[src/rtl/keypad_pkg.sv]
// Shared key codes, FSM states and frame helpers for the 4x4 keypad scanner.
// Optional stuck-key detection in the top is enabled by KEYPAD_STUCK_EN.
package keypad_pkg;

    localparam logic [3:0] KEY_A    = 4'd10;
    localparam logic [3:0] KEY_B    = 4'd11;
    localparam logic [3:0] KEY_C    = 4'd12;
    localparam logic [3:0] KEY_D    = 4'd13;
    localparam logic [3:0] KEY_STAR = 4'd14;
    localparam logic [3:0] KEY_HASH = 4'd15;

    typedef enum logic [1:0] {
        IDLE,
        DB_PRESS,
        PRESSED,
        DB_RELEASE
    } kp_state_t;

    typedef enum logic [1:0] {
        FR_NONE,
        FR_SINGLE,
        FR_MULTI
    } frame_kind_t;

    typedef struct packed {
        frame_kind_t kind;
        logic [3:0]  code;
    } frame_cls_t;

    function automatic logic [3:0] keymap(
        input logic [1:0] row,
        input logic [1:0] col
    );
        logic [3:0] code;
        unique case ({row, col})
            4'h0:    code = 4'd1;
            4'h1:    code = 4'd2;
            4'h2:    code = 4'd3;
            4'h3:    code = KEY_A;
            4'h4:    code = 4'd4;
            4'h5:    code = 4'd5;
            4'h6:    code = 4'd6;
            4'h7:    code = KEY_B;
            4'h8:    code = 4'd7;
            4'h9:    code = 4'd8;
            4'hA:    code = 4'd9;
            4'hB:    code = KEY_C;
            4'hC:    code = KEY_STAR;
            4'hD:    code = 4'd0;
            4'hE:    code = KEY_HASH;
            default: code = KEY_D;
        endcase
        return code;
    endfunction

    function automatic logic is_digit(input logic [3:0] code);
        return code <= 4'd9;
    endfunction

    // Frame bit index is {row, col}; bits are active-high "key down".
    function automatic frame_cls_t classify(input logic [15:0] frame);
        frame_cls_t cls;
        logic [4:0] n;
        n        = '0;
        cls.code = '0;
        cls.kind = FR_NONE;
        for (int i = 0; i < 16; i++) begin
            if (frame[i]) begin
                n        = n + 5'd1;
                cls.code = keymap(2'(i / 4), 2'(i % 4));
            end
        end
        if (n == 5'd1) begin
            cls.kind = FR_SINGLE;
        end else if (n > 5'd1) begin
            cls.kind = FR_MULTI;
        end
        return cls;
    endfunction

endpackage

[src/rtl/keypad_col_scan.sv]
// Column divider, active-low column drive and frame assembly.
// Emits the completed 16-key frame with a one-cycle frame_done strobe.
import keypad_pkg::*;

module keypad_col_scan #(
    parameter int SCAN_DIV = 25000
) (
    input  logic        CLK,
    input  logic        RESET_N,
    input  logic [3:0]  row_sync,
    output logic [3:0]  col,
    output logic [15:0] frame,
    output logic        frame_done
);

    localparam int DW = (SCAN_DIV > 1) ? $clog2(SCAN_DIV) : 1;
    localparam logic [DW-1:0] DIV_LAST = DW'(SCAN_DIV - 1);

    logic [DW-1:0] div_q;
    logic [1:0]    col_idx_q;
    logic [15:0]   frame_q;
    logic [15:0]   frame_d;
    logic          done_q;
    logic          tc;

    assign tc = (div_q == DIV_LAST);

    always_comb begin
        frame_d = frame_q;
        if (tc) begin
            for (int r = 0; r < 4; r++) begin
                frame_d[{2'(r), col_idx_q}] = ~row_sync[r];
            end
        end
    end

    always_ff @(posedge CLK or negedge RESET_N) begin
        if (!RESET_N) begin
            div_q     <= '0;
            col_idx_q <= 2'd0;
            frame_q   <= '0;
            done_q    <= 1'b0;
        end else begin
            frame_q <= frame_d;
            done_q  <= tc && (col_idx_q == 2'd3);
            if (tc) begin
                div_q     <= '0;
                col_idx_q <= col_idx_q + 2'd1;
            end else begin
                div_q <= div_q + DW'(1);
            end
        end
    end

    assign col        = ~(4'b0001 << col_idx_q);
    assign frame      = frame_q;
    assign frame_done = done_q;

endmodule

[src/rtl/keypad_scanner.sv]
// 4x4 keypad scanner: row sync, per-frame debounce FSM and key outputs.
// Define KEYPAD_STUCK_EN to flag keys held for STUCK_SCANS frames.
import keypad_pkg::*;

module keypad_scanner #(
    parameter int SCAN_DIV       = 25000,
    parameter int DEBOUNCE_SCANS = 8,
    parameter int STUCK_SCANS    = 5000
) (
    input  logic       CLK,
    input  logic       RESET_N,
    input  logic [3:0] ROW,
    output logic [3:0] COL,
    output logic [3:0] ITEM_CODE,
    output logic       KEY_PRESS,
    output logic       FUNC_KEY,
    output logic       MULTI_KEY,
    output logic       KEY_STUCK
);

    localparam int CW = $clog2(DEBOUNCE_SCANS + 1);
    localparam logic [CW-1:0] DB_N = CW'(DEBOUNCE_SCANS);

    logic [3:0]  sync1_q;
    logic [3:0]  sync2_q;
    logic [15:0] frame;
    logic        frame_done;
    frame_cls_t  cls;
    logic        hit;

    kp_state_t   state_q, state_d;
    logic [3:0]  cand_q, cand_d;
    logic [CW-1:0] cnt_q, cnt_d;
    logic [3:0]  item_q, item_d;
    logic        press_q, press_d;
    logic        func_q, func_d;
    logic        multi_q, multi_d;
    logic        stuck_q, stuck_d;

    always_ff @(posedge CLK or negedge RESET_N) begin
        if (!RESET_N) begin
            sync1_q <= 4'hF;
            sync2_q <= 4'hF;
        end else begin
            sync1_q <= ROW;
            sync2_q <= sync1_q;
        end
    end

    keypad_col_scan #(
        .SCAN_DIV (SCAN_DIV)
    ) u_col_scan (
        .CLK        (CLK),
        .RESET_N    (RESET_N),
        .row_sync   (sync2_q),
        .col        (COL),
        .frame      (frame),
        .frame_done (frame_done)
    );

    assign cls = classify(frame);
    assign hit = (cls.kind == FR_SINGLE) && (cls.code == cand_q);

`ifdef KEYPAD_STUCK_EN
    localparam int SW = $clog2(STUCK_SCANS + 1);
    localparam logic [SW-1:0] STUCK_N = SW'(STUCK_SCANS);
    logic [SW-1:0] stk_q, stk_d;
`else
    logic unused_stuck;
    assign unused_stuck = (STUCK_SCANS > 0);
`endif

    always_comb begin
        state_d = state_q;
        cand_d  = cand_q;
        cnt_d   = cnt_q;
        item_d  = item_q;
        press_d = press_q;
        func_d  = func_q;
        multi_d = multi_q;
        stuck_d = stuck_q;
`ifdef KEYPAD_STUCK_EN
        stk_d   = stk_q;
`endif
        if (frame_done) begin
            multi_d = (cls.kind == FR_MULTI);
            unique case (state_q)
                IDLE: begin
                    if (cls.kind == FR_SINGLE) begin
                        cand_d = cls.code;
                        cnt_d  = CW'(1);
                        if (DEBOUNCE_SCANS == 1) begin
                            state_d = PRESSED;
                            item_d  = cls.code;
                            press_d = is_digit(cls.code);
                            func_d  = !is_digit(cls.code);
                            stuck_d = 1'b0;
`ifdef KEYPAD_STUCK_EN
                            stk_d   = '0;
`endif
                        end else begin
                            state_d = DB_PRESS;
                        end
                    end
                end
                DB_PRESS: begin
                    if (hit) begin
                        cnt_d = cnt_q + CW'(1);
                        if (cnt_d == DB_N) begin
                            state_d = PRESSED;
                            item_d  = cand_q;
                            press_d = is_digit(cand_q);
                            func_d  = !is_digit(cand_q);
                            stuck_d = 1'b0;
`ifdef KEYPAD_STUCK_EN
                            stk_d   = '0;
`endif
                        end
                    end else begin
                        state_d = IDLE;
                        cnt_d   = '0;
                    end
                end
                PRESSED: begin
                    if (hit) begin
`ifdef KEYPAD_STUCK_EN
                        if (!stuck_q) begin
                            stk_d = stk_q + SW'(1);
                            if (stk_d == STUCK_N) begin
                                stuck_d = 1'b1;
                                press_d = 1'b0;
                                func_d  = 1'b0;
                            end
                        end
`endif
                    end else begin
                        cnt_d = CW'(1);
                        if (cls.kind == FR_NONE && DEBOUNCE_SCANS == 1) begin
                            state_d = IDLE;
                            cnt_d   = '0;
                            press_d = 1'b0;
                            func_d  = 1'b0;
                            stuck_d = 1'b0;
                        end else begin
                            state_d = DB_RELEASE;
                        end
                    end
                end
                DB_RELEASE: begin
                    // Any non-matching key restarts release debounce: no rollover.
                    unique case (1'b1)
                        (cls.kind == FR_NONE): begin
                            cnt_d = cnt_q + CW'(1);
                            if (cnt_d == DB_N) begin
                                state_d = IDLE;
                                cnt_d   = '0;
                                press_d = 1'b0;
                                func_d  = 1'b0;
                                stuck_d = 1'b0;
                            end
                        end
                        hit: begin
                            state_d = PRESSED;
                        end
                        default: begin
                            cnt_d = '0;
                        end
                    endcase
                end
                default: begin
                    state_d = IDLE;
                end
            endcase
        end
    end

    always_ff @(posedge CLK or negedge RESET_N) begin
        if (!RESET_N) begin
            state_q <= IDLE;
            cand_q  <= '0;
            cnt_q   <= '0;
            item_q  <= '0;
            press_q <= 1'b0;
            func_q  <= 1'b0;
            multi_q <= 1'b0;
            stuck_q <= 1'b0;
        end else begin
            state_q <= state_d;
            cand_q  <= cand_d;
            cnt_q   <= cnt_d;
            item_q  <= item_d;
            press_q <= press_d;
            func_q  <= func_d;
            multi_q <= multi_d;
            stuck_q <= stuck_d;
        end
    end

`ifdef KEYPAD_STUCK_EN
    always_ff @(posedge CLK or negedge RESET_N) begin
        if (!RESET_N) begin
            stk_q <= '0;
        end else begin
            stk_q <= stk_d;
        end
    end
    assign KEY_STUCK = stuck_q;
`else
    assign KEY_STUCK = 1'b0;
`endif

    assign ITEM_CODE = item_q;
    assign KEY_PRESS = press_q;
    assign FUNC_KEY  = func_q;
    assign MULTI_KEY = multi_q;

endmodule
[config.mk]
export PLATFORM = sky130hd
export DESIGN_NAME = keypad_scanner
export DESIGN_NICKNAME = d
export VERILOG_FILES = /design/src/rtl/keypad_pkg.sv /design/src/rtl/keypad_col_scan.sv /design/src/rtl/keypad_scanner.sv
export SDC_FILE = /design/constraint.sdc
export NUM_CORES = 1
export LEC_CHECK = 0
export ABC_AREA = 1
export CORE_ASPECT_RATIO = 1.1
export CORE_MARGIN = 3
export CORE_UTILIZATION = 43
export CTS_CLUSTER_SIZE = 25
export DETAILED_ROUTE_END_ITERATION = 10
export PLACE_DENSITY = 0.65
export SETUP_SLACK_MARGIN = 0.1
export SLEW_MARGIN = 25
export SYNTH_ARGS = -nofsm -noshare
export SYNTH_HDL_FRONTEND = slang
export SYNTH_SLANG_ARGS = --single-unit
[constraint.sdc]
create_clock -name CLK -period 8.8 [get_ports CLK]
set_clock_uncertainty 0.2 [all_clocks]
set_input_delay 1.32 -clock CLK [delete_from_list [all_inputs] [get_ports CLK]]
set_output_delay 1.32 -clock CLK [all_outputs]
set_load 0.1 [all_outputs]
Word-level counts from Yosys, hierarchy flattened. Index checks and enable logic that the tools add are counted.

Register bits: 59. Input bits: 6. Output and inout port bits: 12. Logic and storage cells: 150.

Add/subtract/negate cells: 18. $lt $le $gt $ge: 10. Equal/unequal tests: 20. Shifts and indexed selects: 1. Mux-type cells: 68. Bitwise logic cells: 5. Reductions and logical operators: 15.

Operators with widths (count): $mux 4 (19); $add 5x1->5 const B (15); $mux 5 (15); $bwmux 16 (4); $pmux 4 s4 (1); $add 15x1->15 const B (1); $eq 15x15->1 const B (1); $mux 15 (1); $mux 2 (7); $ne 2x2->1 const B (7); $mux 1 (12); $reduce_and 6->1 (2); $lt 4x5->1 const B (2); $ne 3x3->1 const B (3); $demux 1 s2 (4); $eq 2x2->1 const B (4); $ge 4x1->1 const B (2); $pmux 2 s4 (1); $pmux 4 s2 (1); $reduce_and 4->1 (2); $logic_and 1x1->1 (6); $eq 5x1->1 const B (1); $gt 5x1->1 const B (1); $lt 2x5->1 const B (1); other kinds (18) (24).

Longest topological paths before layout.
Depth after elaboration: 38. Mapped depth: 62. Mapped depth without buffers: 62.

Hierarchy. Synthesis repeated with hierarchy kept, for this count alone.

Cells, all modules: 809. Area, all modules: 5267.6 um2.

By module, submodules not included: keypad_scanner (instances 1, cells each 586, area an instance 3510.9 um2, seq. area each 635.6 um2); keypad_col_scan (instances 1, cells each 223, area an instance 1756.7 um2, seq. area each 850.8 um2).

Worst setup path before layout. No wires, ideal clock.

Kind: flip-flop to flip-flop. Start point: register u_col_scan.frame_q[0] (netlist: u_col_scan.frame[0]). End point: register (tool-made name). Setup time: 117 ps. Data arrival time: 7094 ps. Data required time: 8483 ps. Path slack: 1389 ps. Stages on the path, launching flop included: 58. Period minus slack after synthesis: 7411 ps. Cell sequence: dfrtp_1 > inv_1 > ha_1 > nand2_1 > nand2_2 > inv_1 > nand2_1 > nand3_1 > nand2_1 > ha_1 > or2_2 > nand2_1 > nand3_1 > nand2_1 > nand2_1 > nand2_1 > ha_1 > or2_2 > [... 22 more ...] > nand2_1 > nand2_1 > nand3_1 > nand2_1 > ha_1 > or2_2 > a21boi_1 > ha_1 > o21ai_0 > nand2_1 > nor2_2 > nand2_1 > nand2_2 > nand2_1 > nor2_2 > nand3_1 > nand2_1 > nand2_1.

RTL lines: start: declaration (RTL line keypad_col_scan.sv:21) `logic [15:0] frame_q;`; start signal: assignment (RTL line keypad_col_scan.sv:44) `frame_q <= frame_d;`.

Worst setup path in the final report.
Start point: register u_col_scan.frame_q[0] (netlist: u_col_scan.frame[0]). End point: register press_q (netlist: KEY_PRESS).

Longest elaborated chain between the ends: 38.

RTL lines: $mux 1 (RTL line keypad_pkg.sv:68) `if (frame[i]) begin`; $add 5x1->5 (RTL line keypad_pkg.sv:69) `n = n + 5'd1;`; $mux 5 (RTL line keypad_pkg.sv:68); $add 5x1->5 (RTL line keypad_pkg.sv:69); $mux 5 (RTL line keypad_pkg.sv:68); $add 5x1->5 (RTL line keypad_pkg.sv:69); $mux 5 (RTL line keypad_pkg.sv:68); $add 5x1->5 (RTL line keypad_pkg.sv:69); [... 22 more ...]; $mux 5 (RTL line keypad_pkg.sv:68); $gt 5x1->1 (RTL line keypad_pkg.sv:75) `end else if (n > 5'd1) begin`; $mux 2 (RTL line keypad_pkg.sv:75); $mux 2 (RTL line keypad_pkg.sv:73) `if (n == 5'd1) begin`; $eq 2x1->1 (RTL line keypad_scanner.sv:62) `assign hit = (cls.kind == FR_SINGLE) && (cls.code == cand_q);`; $logic_and 1x1->1 (RTL line keypad_scanner.sv:62); $ne 2x2->1 (no line); $reduce_and 6->1 (no line) *; end signal: assignment (RTL line keypad_scanner.sv:192) `press_q <= press_d;`; end: declaration (RTL line keypad_scanner.sv:35) `logic press_q, press_d;`.

Mark *: on every way between the ends. The rest lies on a longest branch, timed or not. A chain may end at the register's enable or synchronous reset.

==> out/qor.yml <==
yosys:
  synth-edff-count: 0
  ys_top_cells_by_count: "nand2_1, inv_1, nand3_1"
  synthCells: 735
  yosysMostFrequentCell: "nand2_1"
  synth_area_leaders: "dfrtp_1, nand2_1, nand3_1"
  synth.avg_cell_area_um2: 6.70
  yosysSeqAreaShare_pct: 30.2
  yosysUniqueCellTypes: 42
  ys.flop_type: "dfrtp_1"
  async_flop_share_pct: 100
  synth.net_count: 765
  synth_area_mm2: 0.00493
  synth_area_leader_cell: "dfrtp_1"
  yosys_warnings: 0
  synth_top_area_share_pct: 25.9
  synth_seq_cells: 59
sta:
  hold_violations: 0
  worst_pin_slew_ns: 0.976
  tns_ns: 0
  fin_crit_ns: 7.98
  slew_headroom_pct: 34.7
  rsz0062_at_grt: "no"
  fmax_mhz: 125
  setup_violations: 0
  drv_slew: 0
  fin_crit_sh_pct: 90.7
pwr:
  power_density_mw_per_mm2: 114
  ir_drop_v: 0.000151
  power.total_w: 0.000633
  p_leak_nw: 3.05
clocking:
  path_clk_slew_ns: 0.05
  cts-root-buf: "clkbuf_16"
  cts_htree_levels: 3
  cts_buffer_depth: 2
  tritoncts: "yes"
  cts_buffers: 9
  clock_latency_ns: 0.32
  cts.sinks: 59
  cts_hold_buffers: 0
drt:
  ant_nets: 0
  avgRoutedWirePerCell_um: 11.2
  num_vias: 4506
  routed_wl_mm: 10.2
  drt_iter0_drc: 173
  viasPerCell: 4.96
  drc: 0
  first_pass_iters: 4
worst_setup_path:
  crit_required_ns: 8.80
  crit_fanout: 7
  startpoint_type: "flip-flop"
  criticalPathCategory: "flip-flop to flip-flop"
  cp_common_cell: "nand2_1"
  cpPeakStageDelay_ns: 0.41
  cp.arrival_ns: 7.99
  worstSetupEndpointType: "flip-flop"
  cp_slowest_cell: "dfrtp_1"
job:
  drv_cap: 0
die:
  start_util_pct: 44.5
  die_h_um: 118
  coreArea_mm2: 0.0111
  fp.dieW_um: 108
  pin_count: 18
  dieArea_mm2: 0.0128
  rows: 40
placement:
  port_buffers: 16
  dpl.hpwl_mm: 7.90
  place_congestion: 0.864
final_layout:
  finalNetCount: 786
  antennaDiodeCount: 0
  area_delta_synth_final_pct: 12.8
  drive_gt1_share_pct: 13.5
  fillers: 1080
global_route:
  grt_pass1_vias: 4331
  antenna_found_initial: 0
  grt.total_usage_pct: 16.7
  overflow: 0
  grt_first_pass_wirelength_mm: 18.2
  grt_max_degree: 60
run_status:
  status: "complete, no violations"
hold_path:
  hold_class: "flip-flop to flip-flop"
[cell families after synthesis]
logic type               synth area share (%)
AO/OA/AOI/OAI                            6.45
XOR/XNOR                                 1.78
adder cells (fa/ha/maj)                  6.10
buffers and inverters                    9.93
flip-flops                               30.2
other                                  0.0761
AND/OR/NAND/NOR                          45.5
[per-layer routing]
metal  wire length [um]  GRT usage (%)
met3                283           3.06
met5                  0              0
met4                128           5.76
met1               4830           21.0
met2               4910           28.4
[power by group]
part           switching (W)  internal [W]
Clock               0.000121      0.000226
Sequential        0.00000109      0.000275
Combinational     0.00000708    0.00000197
[path summary, 6_finish.rpt]
kind / start / to / slack (ns) / cells after the start
setup reg to reg: u_col_scan.frame[0]$_DFFE_PN0P_ / KEY_PRESS$_DFFE_PN0P_ / 0.82 / 61
setup / recovery: u_col_scan.frame[0]$_DFFE_PN0P_ / KEY_PRESS$_DFFE_PN0P_ / 0.82 / 61
max in group asynchronous: RESET_N / u_col_scan.frame[5]$_DFFE_PN0P_ / 6.96 / 2
hold / removal: sync1_q[2]$_DFF_PN1_ / sync2_q[2]$_DFF_PN1_ / 0.15 / 0
hold reg to reg: sync1_q[2]$_DFF_PN1_ / sync2_q[2]$_DFF_PN1_ / 0.15 / 0
min in group asynchronous: RESET_N / MULTI_KEY$_DFFE_PN0P_ / 0.92 / 2
[repair_timing]
item	in CTS	in global routing
resized for setup	0	13
setup buffers	0	1
setup endpoints to repair	0	16
[worst max-delay path: cells and delay by family (launching register included)]
kind,cells,cell delay (ns)
buffers and inverters,8,0.47
AND/OR/NAND/NOR,43,4.37
AO/OA/AOI/OAI,2,0.22
flip-flops,1,0.41
adder cells (fa/ha/maj),8,2.17
[state kept, by name, indices dropped and copies added, names as in the netlist, named ones only]
register,cells
sync2_q,4
state_q,1
u_col_scan.frame,16
u_col_scan.div_q,15
sync1_q,4
cand_q,4
u_col_scan.frame_done,1
FUNC_KEY,1
KEY_PRESS,1
MULTI_KEY,1
ITEM_CODE,4
cnt_q,4
u_col_scan.col_idx_q,2
[layout make-up]
class                      count  area (um2)  area share (%)
multi-input combinational    559        3000            54.0
sequential                    59        1490            26.8
inverter                     109         409            7.37
clock buffer                  10         239            4.30
tap                          147         184            3.31
timing repair buffer          18         170            3.06
clock inverter                 6        63.8            1.15
[metrics by stage]
stage / setup slack [ns] / cells / utilization, % / hold WS, ns / area (um2)
floorplan: 1.39 / 735 / - / 0.145 / 4930
global placement: 0.970 / 891 / 46.9 / 0.147 / 5190
detailed placement: 0.695 / 891 / 46.9 / 0.147 / 5190
CTS: 0.669 / 907 / 49.7 / 0.155 / 5500
global route: 0.0705 / 908 / 50.2 / 0.157 / 5550
finish: 0.815 / 908 / 50.2 / 0.153 / 5550
[cells in the final DEF (no fill, tap or decap), types with 3 or more instances in the layout]
cell type	count
nor2_1	41
o21ai_0	27
nand3_4	5
nor2_4	3
dfstp_2	8
clkdlybuf4s50_1	15
a21oi_1	11
nor3_1	8
nand2_4	11
o21ai_1	9
nand3b_1	12
nor2_2	4
nand2_1	255
inv_2	15
dfrtp_1	51
xor2_1	8
or2_2	6
inv_1	94
clkbuf_16	9
nand2_2	17
ha_1	23
nand3_2	9
nand4_1	7
nand3_1	82
No activity file was read; power rests on OpenSTA's default activity.
